### config.mk
export PLATFORM = sky130hd
export DESIGN_NAME = gpio_apb_irq_flat
export DESIGN_NICKNAME = d
export VERILOG_FILES = /design/src/rtl/gpio_apb_irq_if.sv /design/src/rtl/gpio_apb_irq.sv /design/src/flat_wrapper.sv
export SDC_FILE = /design/constraint.sdc
export NUM_CORES = 1
export LEC_CHECK = 0
export CELL_PAD_IN_SITES_DETAIL_PLACEMENT = 1
export CELL_PAD_IN_SITES_GLOBAL_PLACEMENT = 2
export CORE_UTILIZATION = 30
export DETAILED_ROUTE_END_ITERATION = 12
export PLACE_DENSITY = 0.83
export SLEW_MARGIN = 20
export SYNTH_ARGS = -nofsm -noshare
export SYNTH_HDL_FRONTEND = slang
export SYNTH_SLANG_ARGS = --single-unit
### constraint.sdc
create_clock -name PCLK -period 4.7 [get_ports PCLK]
set_clock_uncertainty 0.05 [all_clocks]
set_input_delay 0.47 -clock PCLK [delete_from_list [all_inputs] [get_ports PCLK]]
set_output_delay 0.47 -clock PCLK [all_outputs]
set_load 0.05 [all_outputs]
### src/rtl/gpio_apb_irq_if.sv
// APB3 signal bundle between the peripheral bus and the GPIO controller.
interface gpio_apb_irq_if;
   logic [31:0] PADDR;
   logic        PSEL;
   logic        PENABLE;
   logic        PWRITE;
   logic [31:0] PWDATA;
   logic [31:0] PRDATA;
   logic        PREADY;
   logic        PSLVERR;

   modport master (
      output PADDR, PSEL, PENABLE, PWRITE, PWDATA,
      input  PRDATA, PREADY, PSLVERR
   );

   modport slave (
      input  PADDR, PSEL, PENABLE, PWRITE, PWDATA,
      output PRDATA, PREADY, PSLVERR
   );
endinterface

### src/rtl/gpio_apb_irq.sv
// Parametrised APB3 GPIO controller: split pads, input synchroniser,
// atomic set/clear and per-pin level/edge interrupts with one registered irq.
module gpio_apb_irq #(
   parameter int unsigned N_PINS      = 8,
   parameter int unsigned SYNC_STAGES = 2
) (
   input  logic              PCLK,
   input  logic              PRESET,
   gpio_apb_irq_if.slave     apb,
   input  logic [N_PINS-1:0] pin_in,
   output logic [N_PINS-1:0] pin_out,
   output logic [N_PINS-1:0] pin_oe,
   output logic              irq
);

   typedef enum logic [3:0] {
      REG_DIR  = 4'h0,
      REG_OUT  = 4'h1,
      REG_IN   = 4'h2,
      REG_SET  = 4'h3,
      REG_CLR  = 4'h4,
      REG_EN   = 4'h5,
      REG_TYPE = 4'h6,
      REG_POL  = 4'h7,
      REG_STAT = 4'h8
   } reg_e;

   logic [N_PINS-1:0]                  r_dir, r_out, r_en, r_type, r_pol, r_stat, r_prev;
   logic [SYNC_STAGES-1:0][N_PINS-1:0] r_sync;
   logic                               r_irq;

   logic [3:0]        w_addr;
   logic              w_access, w_err, w_wr;
   logic [N_PINS-1:0] w_wd, w_s, w_event, w_clr;
   logic [31:0]       w_rd32;
   logic              w_unused;

   assign w_addr   = apb.PADDR[5:2];
   assign w_wd     = apb.PWDATA[N_PINS-1:0];
   assign w_unused = &{1'b0, apb.PADDR[31:6], apb.PADDR[1:0], apb.PWDATA};
   assign w_access = apb.PSEL & apb.PENABLE;
   // Offsets 0x24..0x3C are unmapped; IN is read-only.
   assign w_err    = w_access & ((w_addr > REG_STAT) | (apb.PWRITE & (w_addr == REG_IN)));
   assign w_wr     = w_access & apb.PWRITE & ~w_err;
   assign w_s      = r_sync[SYNC_STAGES-1];
   assign w_clr    = (w_wr && (w_addr == REG_STAT)) ? w_wd : '0;

   always_comb begin
      for (int unsigned i = 0; i < N_PINS; i++) begin
         if (r_type[i])
            w_event[i] = r_pol[i] ? (w_s[i] & ~r_prev[i]) : (~w_s[i] & r_prev[i]);
         else
            w_event[i] = (w_s[i] == r_pol[i]);
      end
   end

   always_comb begin
      w_rd32 = '0;
      case (w_addr)
         REG_DIR:  w_rd32[N_PINS-1:0] = r_dir;
         REG_OUT:  w_rd32[N_PINS-1:0] = r_out;
         REG_IN:   w_rd32[N_PINS-1:0] = w_s;
         REG_EN:   w_rd32[N_PINS-1:0] = r_en;
         REG_TYPE: w_rd32[N_PINS-1:0] = r_type;
         REG_POL:  w_rd32[N_PINS-1:0] = r_pol;
         REG_STAT: w_rd32[N_PINS-1:0] = r_stat;
         default:  w_rd32 = '0;
      endcase
   end

   always_ff @(posedge PCLK or posedge PRESET) begin
      if (PRESET) begin
         r_dir  <= '0;
         r_out  <= '0;
         r_en   <= '0;
         r_type <= '0;
         r_pol  <= '0;
         r_stat <= '0;
         r_prev <= '0;
         r_sync <= '0;
         r_irq  <= 1'b0;
      end else begin
         r_sync <= {r_sync[SYNC_STAGES-2:0], pin_in};
         r_prev <= w_s;
         // New events win over a same-cycle W1C.
         r_stat <= (r_stat & ~w_clr) | (r_en & w_event);
         r_irq  <= |(r_stat & r_en);
         if (w_wr) begin
            case (w_addr)
               REG_DIR:  r_dir  <= w_wd;
               REG_OUT:  r_out  <= w_wd;
               REG_SET:  r_out  <= r_out | w_wd;
               REG_CLR:  r_out  <= r_out & ~w_wd;
               REG_EN:   r_en   <= w_wd;
               REG_TYPE: r_type <= w_wd;
               REG_POL:  r_pol  <= w_wd;
               default:  ;
            endcase
         end
      end
   end

   assign apb.PRDATA  = (w_access && !apb.PWRITE && !w_err) ? w_rd32 : '0;
   assign apb.PREADY  = 1'b1;
   assign apb.PSLVERR = w_err;
   assign pin_out     = r_out;
   assign pin_oe      = r_dir;
   assign irq         = r_irq;

endmodule
### src/flat_wrapper.sv
// flat-port wrapper written by rule: the top's interface ports become plain ports
module gpio_apb_irq_flat 
#(
   parameter int unsigned N_PINS      = 8,
   parameter int unsigned SYNC_STAGES = 2
)
  (PCLK, PRESET, pin_in, pin_out, pin_oe, irq, apb_PADDR, apb_PSEL, apb_PENABLE, apb_PWRITE, apb_PWDATA, apb_PRDATA, apb_PREADY, apb_PSLVERR);
  gpio_apb_irq_if apb_i ();
  input  logic PCLK;
  input  logic PRESET;
  input  logic [N_PINS-1:0] pin_in;
  output logic [N_PINS-1:0] pin_out;
  output logic [N_PINS-1:0] pin_oe;
  output logic irq;
  input wire logic [$bits(apb_i.PADDR)-1:0] apb_PADDR;
  input wire logic [$bits(apb_i.PSEL)-1:0] apb_PSEL;
  input wire logic [$bits(apb_i.PENABLE)-1:0] apb_PENABLE;
  input wire logic [$bits(apb_i.PWRITE)-1:0] apb_PWRITE;
  input wire logic [$bits(apb_i.PWDATA)-1:0] apb_PWDATA;
  output wire logic [$bits(apb_i.PRDATA)-1:0] apb_PRDATA;
  output wire logic [$bits(apb_i.PREADY)-1:0] apb_PREADY;
  output wire logic [$bits(apb_i.PSLVERR)-1:0] apb_PSLVERR;
  assign apb_i.PADDR = apb_PADDR;
  assign apb_i.PSEL = apb_PSEL;
  assign apb_i.PENABLE = apb_PENABLE;
  assign apb_i.PWRITE = apb_PWRITE;
  assign apb_i.PWDATA = apb_PWDATA;
  assign apb_PRDATA = apb_i.PRDATA;
  assign apb_PREADY = apb_i.PREADY;
  assign apb_PSLVERR = apb_i.PSLVERR;
  gpio_apb_irq #(.N_PINS(N_PINS), .SYNC_STAGES(SYNC_STAGES)) u_core (.PCLK(PCLK), .PRESET(PRESET), .apb(apb_i), .pin_in(pin_in), .pin_out(pin_out), .pin_oe(pin_oe), .irq(irq));
endmodule
==> metrics.md, run 1 <==
| Metric | Value |
|---|---|
| Clk Latency, worst-skew pair | `0.34 ns` |
| Fin nets | `452` |
| Initial core utilization | `31.42%` |
| Mapped Area | `0.003648 sq mm` |
| Crit-path max FO | `12` |
| Vias/cell | `5.105` |
| Leak Pwr | `approximately 1.9 nW` |
| Routed WL | `between 10000 and 15000 um` |
| Largest family of logic cells by synthesized area | `compound AO/OA/AOI/OAI gates` |
| Die Area | `roughly 0.013 sq mm` |
| Switch Pwr | `0.7325 mW` |
| Number of hold buffers added after cts | `0` |
| Synthesized-area fraction occupied by adder cells | `0%` |
| Tcrit/Tclk final | `82.55%` |
| GP Congestion | `~0.76` |
| RSZ-0062 raised after global routing | `false` |
| Layout overhead on the synthesized area | `24.69%` |
| Fin area | `0.004549 sq mm` |
| Status | `finished with violations` |
| DRC Markers | `5` |
| Min-delay src | `u_core.r_sync[0]` |
| # setup viols final | `0` |
| Final HPWL DP | `6957 um` |
| Compound-gate portion of the synthesized area | `14.27%` |
| Crit Path Category | `in -> out` |
| Placed instance area | `around 0.0042 sq mm` |
| Setup TNS | `0 ns` |
| Sequential share of the synthesized area | `about half` |
| Synth area leader | `dfrtp_1` |
| Mux cell area share after synthesis | `12.41%` |
| Final Core Density | `between 30% and 40%` |
| Synth Warn # | `0` |
| Count of cell types in the netlist | `49` |
| XOR/XNOR share of the synthesized area | `2.401%` |
| Req. time, crit path | `roughly 4.2 ns` |
| WHS Path Cells | `0` |
| Pins Over Slew Limit | `0` |
| CP endpoint kind | `output pin` |
| Fmax | `0.2578 GHz` |
| Ports | `~130` |
| Vias in the first global route | `2864` |
| Initial antenna violation count | `0` |
| Grt ovf | `0` |
| Cell-internal power | `1.456 mW` |
| Largest net degree at the start of global routing | `47` |
| Setup Fix Bufs, Post-CTS | `0` |
| CTS resizes | `0` |
| Least-Margin Pin Slew | `0.9611 ns` |
| Switching power share of the total | `33.47%` |
| TritonCTS Sinks | `73` |
| Hold endpoint | `u_core.w_s[0]` |
| Failing checks | `design-rule violations` |
| CTS root buf | `clkbuf_16` |
| Share of power burned in registers | `38.8%` |
| Inserted Diodes | `0` |
| DR iter-0 viols | `approximately 110` |
| Syn avg cell area | `11.44 sq um` |
| Most used DFF post-synth | `dfrtp_1` |
| FF+latch count, synth | `73` |
| CTS tree | `built` |
| Via count | `around 2.7k` |
| PwrDens | `approximately 480 mW/mm^2` |
| Die height | `112.3 um` |
| TritonRoute pass-1 iters | `8` |
| Fillers | `1274` |
| Slew HR | `roughly 36%` |
| Critical Path Start Type | `primary input` |
| Clk pin slew, worst setup/hold paths | `0.06 ns` |
| Critical path startpoint | `apb_PADDR[2]` |
| Reg2reg end | `u_core.r_stat[3]` |
| Die W | `112.3 um` |
| Post-synthesis cell count | `~320` |
| Global router's overall resource usage | `17.21%` |
| Max Cap Violations | `0` |
| Top cell type's share of synthesized area | `50.07%` |
| Top cells by area, synth | `dfrtp_1 (50%), mux2_2 (8.0%), buf_4 (5.6%)` |
| Fin crit period | `a little under 4 ns` |
| Number of flops mapped to enable cells by yosys | `0` |
| IO buf count | `50` |
| Core area | `0.01161 sq mm` |
| Reg2Reg Setup Slack | `~3.5 ns` |
| Synth Area in Simple Gates | `a little under an eighth` |
| Worst reg-to-reg path cell count | `3` |
| Routed Antenna Nets | `0` |
| Layout cells sized above 1 | `17.89%` |
| CTS Buf Count | `9` |
| Hold Vio Cnt, Final | `0` |
| Peak VDD IR | `0.0001954 V` |
| Clock network power share | `34.8%` |
| Worst min path class | `reg -> reg` |
| First-pass GRT wire length | `16040 um` |
| Worst path arrival time | `3.36 ns` |
| H-Tree Depth | `3` |
| CTS max path bufs | `2` |
| FP Rows | `39` |
| Gate power share | `26.4%` |
| DR WL/cell | `19.53 um` |
| Worst r2r src | `u_core.r_pol[3]` |
| Async set-reset flop share out of synthesis | `100.0%` |
area by class of cell:
| class | instances | area [sq um] | share of cell area [%] |
|---|---|---|---|
| repair buffers | 61 | 583.1 | 12.82 |
| clock inverters | 4 | 75.07 | 1.650 |
| flip-flops and latches | 73 | 1827 | 40.15 |
| well taps | 143 | 178.9 | 3.933 |
| multi-input cells | 221 | 1595 | 35.07 |
| clock buffers | 12 | 256.5 | 5.638 |
| inverters | 9 | 33.78 | 0.7426 |
registers in the layout, summed over array words and instances (netlist names):
name	cells
u_core.r_type	8
u_core.pin_oe	8
u_core.r_prev	8
u_core.pin_out	8
u_core.r_pol	8
u_core.r_en	8
u_core.r_stat	8
u_core.w_s	8
u_core.r_sync	8
u_core.irq	1
critical path, stage by stage:
cell             delay [ns]
clkdlybuf4s50_1        0.63
buf_4                  0.30
nor4b_4                0.62
a221oi_1               0.21
a21oi_1                0.26
clkdlybuf4s50_1        0.85
logic make-up after synthesis:
family	Yosys count
xor+xnor	10
flops	73
other cells	2
mux	38
simple gates	82
compound gates	66
buf+inv	48
cell usage after synthesis (2+ instances only):
cell      number
a21oi_1       10
a221oi_1       4
a22o_1        16
a22oi_1       10
a32o_1         5
a32oi_1        2
and2b_1        2
buf_2          5
buf_4         27
buf_6          4
clkbuf_1       3
conb_1         2
dfrtp_1       73
inv_1          9
mux2_2        26
mux2_4         8
mux2i_1        4
nand2_1       37
nand2b_1       3
nand3_1        5
nand4_1        2
nor2_1         4
nor2_2         3
nor2b_1       10
nor3_1         3
o311ai_1       8
o31ai_1        3
xnor2_1       10
power groups by stage:
stage	Combinational, mW	Sequential (mW)	Clock (mW)
floorplan	0.263	0.987	0
global placement	0.565	0.853	0
detailed placement	0.578	0.862	0
CTS	0.581	0.852	0.779
global route	0.612	0.868	0.798
finish	0.577	0.850	0.762
cell usage in the layout (no fill, tap or decap), types with 5 or more instances in the layout:
cell type	count
nand3_1	5
a22o_1	16
o311ai_1	8
xnor2_1	10
inv_1	8
nor2b_1	10
clkbuf_16	9
dfrtp_1	73
buf_4	11
mux2_2	26
clkdlybuf4s50_1	50
nand2_1	37
a22oi_1	10
mux2_4	8
a21oi_1	10
a32o_1	5
conb_1	25
how the worst max path moves through the flow:
stage / cells past startpoint / endpoint / slack [ns]
2_1_floorplan: 6 / apb_PRDATA[0] / 2.13
3_3_place_gp: 6 / apb_PRDATA[1] / 0.86
3_5_place_dp: 6 / apb_PRDATA[5] / 0.89
4_1_cts: 7 / apb_PRDATA[5] / 0.85
5_1_grt: 6 / apb_PRDATA[1] / 0.74
6_report: 6 / apb_PRDATA[5] / 0.82
metal layers:
metal	global-route usage (%)	routed length, um	part of all wire (%)
met1	21.71	4554	45
met3	4.212	569	5.6
met2	28.12	4822	47
met4	7.467	265	2.6
met5	0	0	0
per-stage QoR:
step	instances	hold WS (ns)	setup WS [ns]	power (mW)
after floorplan	342	0.2812	2.127	1.250
after global placement	507	0.2833	0.8559	1.418
after detailed placement	507	0.2858	0.8873	1.440
after CTS	523	0.2931	0.8480	2.212
after global routing	523	0.3037	0.7430	2.277
final	523	0.2910	0.8204	2.188
Note: power is estimated with default switching activity, not from simulation.
==> inputs of run 2 (changes only) <==
Settings changed: CORE_UTILIZATION 30 to 25, PLACE_DENSITY 0.83 to 0.74.
Clock period 4.7 ns to 3.51 ns, I/O delays scaled along.
==> metrics.md, run 2 (same netlist as run 1, synthesis figures left out) <==
| Metric | Value |
|---|---|
| Setup Fix Bufs, Post-CTS | `0 (unchanged)` |
| Slew HR | `49.30% (was 35.83%)` |
| Routed Antenna Nets | `0 (unchanged)` |
| WHS | `0.2625 ns (was 0.2910 ns)` |
| Tcrit/Tclk final | `82.34%` |
| Gate power share | `27.3% (was 26.4%)` |
| Number of hold buffers added after cts | `0 (unchanged)` |
| Placed instance area | `0.004434 sq mm (was 0.004218 sq mm)` |
| Clk pin slew, worst setup/hold paths | `0.06 ns (about the same)` |
| Fillers | `1528 (was 1274)` |
| Cells after DPL | `556 (was 507)` |
| Commonest non-fill, non-tap cell in the layout | `dfrtp_1 (unchanged)` |
| DR WL/cell | `18.38 um (was 19.53 um)` |
| Vias/cell | `4.781 (was 5.105)` |
| Hold Vio Cnt, Final | `0 (unchanged)` |
| Register area | `0.001827 sq mm (unchanged)` |
| Layout overhead on the synthesized area | `30.21% (was 24.69%)` |
| Clock network power share | `33.2% (was 34.8%)` |
| CTS Buf Count | `9 (unchanged)` |
| Inserted Diodes | `0 (unchanged)` |
| Cell-internal power | `1.902 mW (was 1.456 mW)` |
| Initial core utilization | `25.98% (was 31.42%)` |
| Fin nets | `464 (was 452)` |
| Setup TNS | `0 ns (unchanged)` |
| TritonCTS Sinks | `73 (unchanged)` |
| Fmax | `0.3460 GHz` |
| Clk Latency, worst-skew pair | `0.34 ns (about the same)` |
| IO buf count | `50 (unchanged)` |
| Core area | `0.01404 sq mm (was 0.01161 sq mm)` |
| Largest net degree at the start of global routing | `31 (was 47)` |
| Max Cap Violations | `0 (unchanged)` |
| Via count | `2735 (was 2670)` |
| Fin crit period | `2.890 ns` |
| Worst min path class | `in -> async (was reg -> reg)` |
| Global router's overall resource usage | `15.27% (was 17.21%)` |
| Peak VDD IR | `0.0001848 V (was 0.0001954 V)` |
| CP endpoint kind | `output pin (unchanged)` |
| Crit Path Category | `in -> out (unchanged)` |
| DR iter-0 viols | `144 (was 107)` |
| Grt ovf | `0 (unchanged)` |
| # setup viols final | `0 (unchanged)` |
| Least-Margin Pin Slew | `0.7605 ns (was 0.9611 ns)` |
| Status | `completed (was finished with violations)` |
| Final HPWL DP | `7566 um (was 6957 um)` |
| Share of power burned in registers | `39.5% (was 38.8%)` |
| CTS tree | `built (unchanged)` |
| First-pass GRT wire length | `16700 um (was 16040 um)` |
| Pins Over Slew Limit | `0 (unchanged)` |
| Worst path arrival time | `2.49 ns (was 3.36 ns)` |
| Die height | `122.8 um (was 112.3 um)` |
| Fin area | `0.004751 sq mm (was 0.004549 sq mm)` |
| H-Tree Depth | `3 (unchanged)` |
| CTS resizes | `0 (unchanged)` |
| CTS max path bufs | `2 (unchanged)` |
| GP Congestion | `0.7833 (was 0.7599)` |
| TritonRoute pass-1 iters | `4 (was 8)` |
| Die Area | `0.01508 sq mm (was 0.01261 sq mm)` |
| Ports | `128 (unchanged)` |
| Die W | `122.8 um (was 112.3 um)` |
| Req. time, crit path | `3.11 ns (was 4.18 ns)` |
| Combined area of the multi-input logic cells | `0.001595 sq mm (unchanged)` |
| Non-filler instance count after layout | `572 (was 523)` |
| Leak Pwr | `2.023 nW (was 1.927 nW)` |
| Commonest cells after routing, fill and taps aside | `dfrtp_1 (73), clkdlybuf4s50_1 (42), nand2_1 (37), mux2_2 (26), conb_1 (25) (was dfrtp_1 (73), clkdlybuf4s50_1 (50), nand2_1 (37), mux2_2 (26), conb_1 (25))` |
| RSZ-0062 raised after global routing | `false (unchanged)` |
| DRC Markers | `0 (was 5)` |
| Initial antenna violation count | `0 (unchanged)` |
| Routed WL | `10520 um (was 10210 um)` |
| Vias in the first global route | `2895 (was 2864)` |
| Switch Pwr | `0.9791 mW (was 0.7325 mW)` |
| FP Rows | `43 (was 39)` |
| Critical Path Start Type | `primary input (unchanged)` |
| Crit-path max FO | `13 (was 12)` |
| Reg2Reg Setup Slack | `2.35 ns (was 3.54 ns)` |
| Switching power share of the total | `33.99% (was 33.47%)` |
| PwrDens | `606.4 mW/mm^2 (was 481.0 mW/mm^2)` |
| Layout cells sized above 1 | `22.70% (was 17.89%)` |
| CTS root buf | `clkbuf_16 (unchanged)` |
## run 2: changes by cell type in the layout (fill, tap and decap cells not counted)
cell / previous run / this run
clkbuf_1: 1 / 0
buf_4: 11 / 23
bufinv_16: 2 / 1
buf_12: 0 / 8
clkbuf_8: 2 / 3
clkdlybuf4s50_1: 50 / 42
clkinv_2: 0 / 1
## run 2: worst max-delay path, cell delays in order
cell             delay [ns]
clkdlybuf4s50_1        0.69
a21oi_1                0.25
and3_1                 0.18
nand3_1                0.35
a21oi_1                0.47
buf_12                 0.19
## run 2: final cells by class
class / count / area share [%]
Sequential cell: 73 / 38.45
Multi-Input combinational cell: 221 / 33.58
Timing Repair Buffer: 73 / 15.85
Clock buffer: 12 / 5.610
Tap cell: 180 / 4.741
Clock inverter: 4 / 1.053
Inverter: 9 / 0.7111
## run 2: power groups by stage
| stage | Combinational (mW) | Clock, mW | Sequential [mW] |
|---|---|---|---|
| floorplan | 0.352 | 0 | 1.32 |
| global placement | 0.773 | 0 | 1.14 |
| detailed placement | 0.791 | 0 | 1.15 |
| CTS | 0.795 | 0.979 | 1.14 |
| global route | 0.837 | 1.01 | 1.16 |
| finish | 0.786 | 0.958 | 1.14 |
## run 2: metrics by stage
| step | power (mW) | utilization (%) | setup WS (ns) |
|---|---|---|---|
| floorplan | 1.674 | - | 1.175 |
| global placement | 1.917 | 31.58 | 0.6266 |
| detailed placement | 1.943 | 31.58 | 0.6450 |
| CTS | 2.912 | 33.83 | 0.6231 |
| global route | 3.010 | 33.83 | 0.4955 |
| finish | 2.881 | 33.83 | 0.6199 |
## run 2: path summary, 6_finish.rpt
kind	start	end	cells past startpoint
hold / removal	PRESET	u_core.r_sync[5]	2
min in group PCLK	u_core.r_sync[0]	u_core.w_s[0]	0
setup / recovery	apb_PADDR[3]	apb_PRDATA[1]	6
hold reg to reg	u_core.r_sync[0]	u_core.w_s[0]	0
setup reg to reg	u_core.r_en[6]	u_core.irq	2
max in group asynchronous	PRESET	u_core.pin_oe[7]	3
## run 2: per-layer routing
layer	share of wire (%)	up-vias	routed length, um	track usage, %
li1	-	1249	-	-
met1	45	1382	4784	20.11
met2	47	81	4920	23.46
met3	4.5	23	474	3.206
met4	3.2	0	337	8.003
met5	0	-	0	0
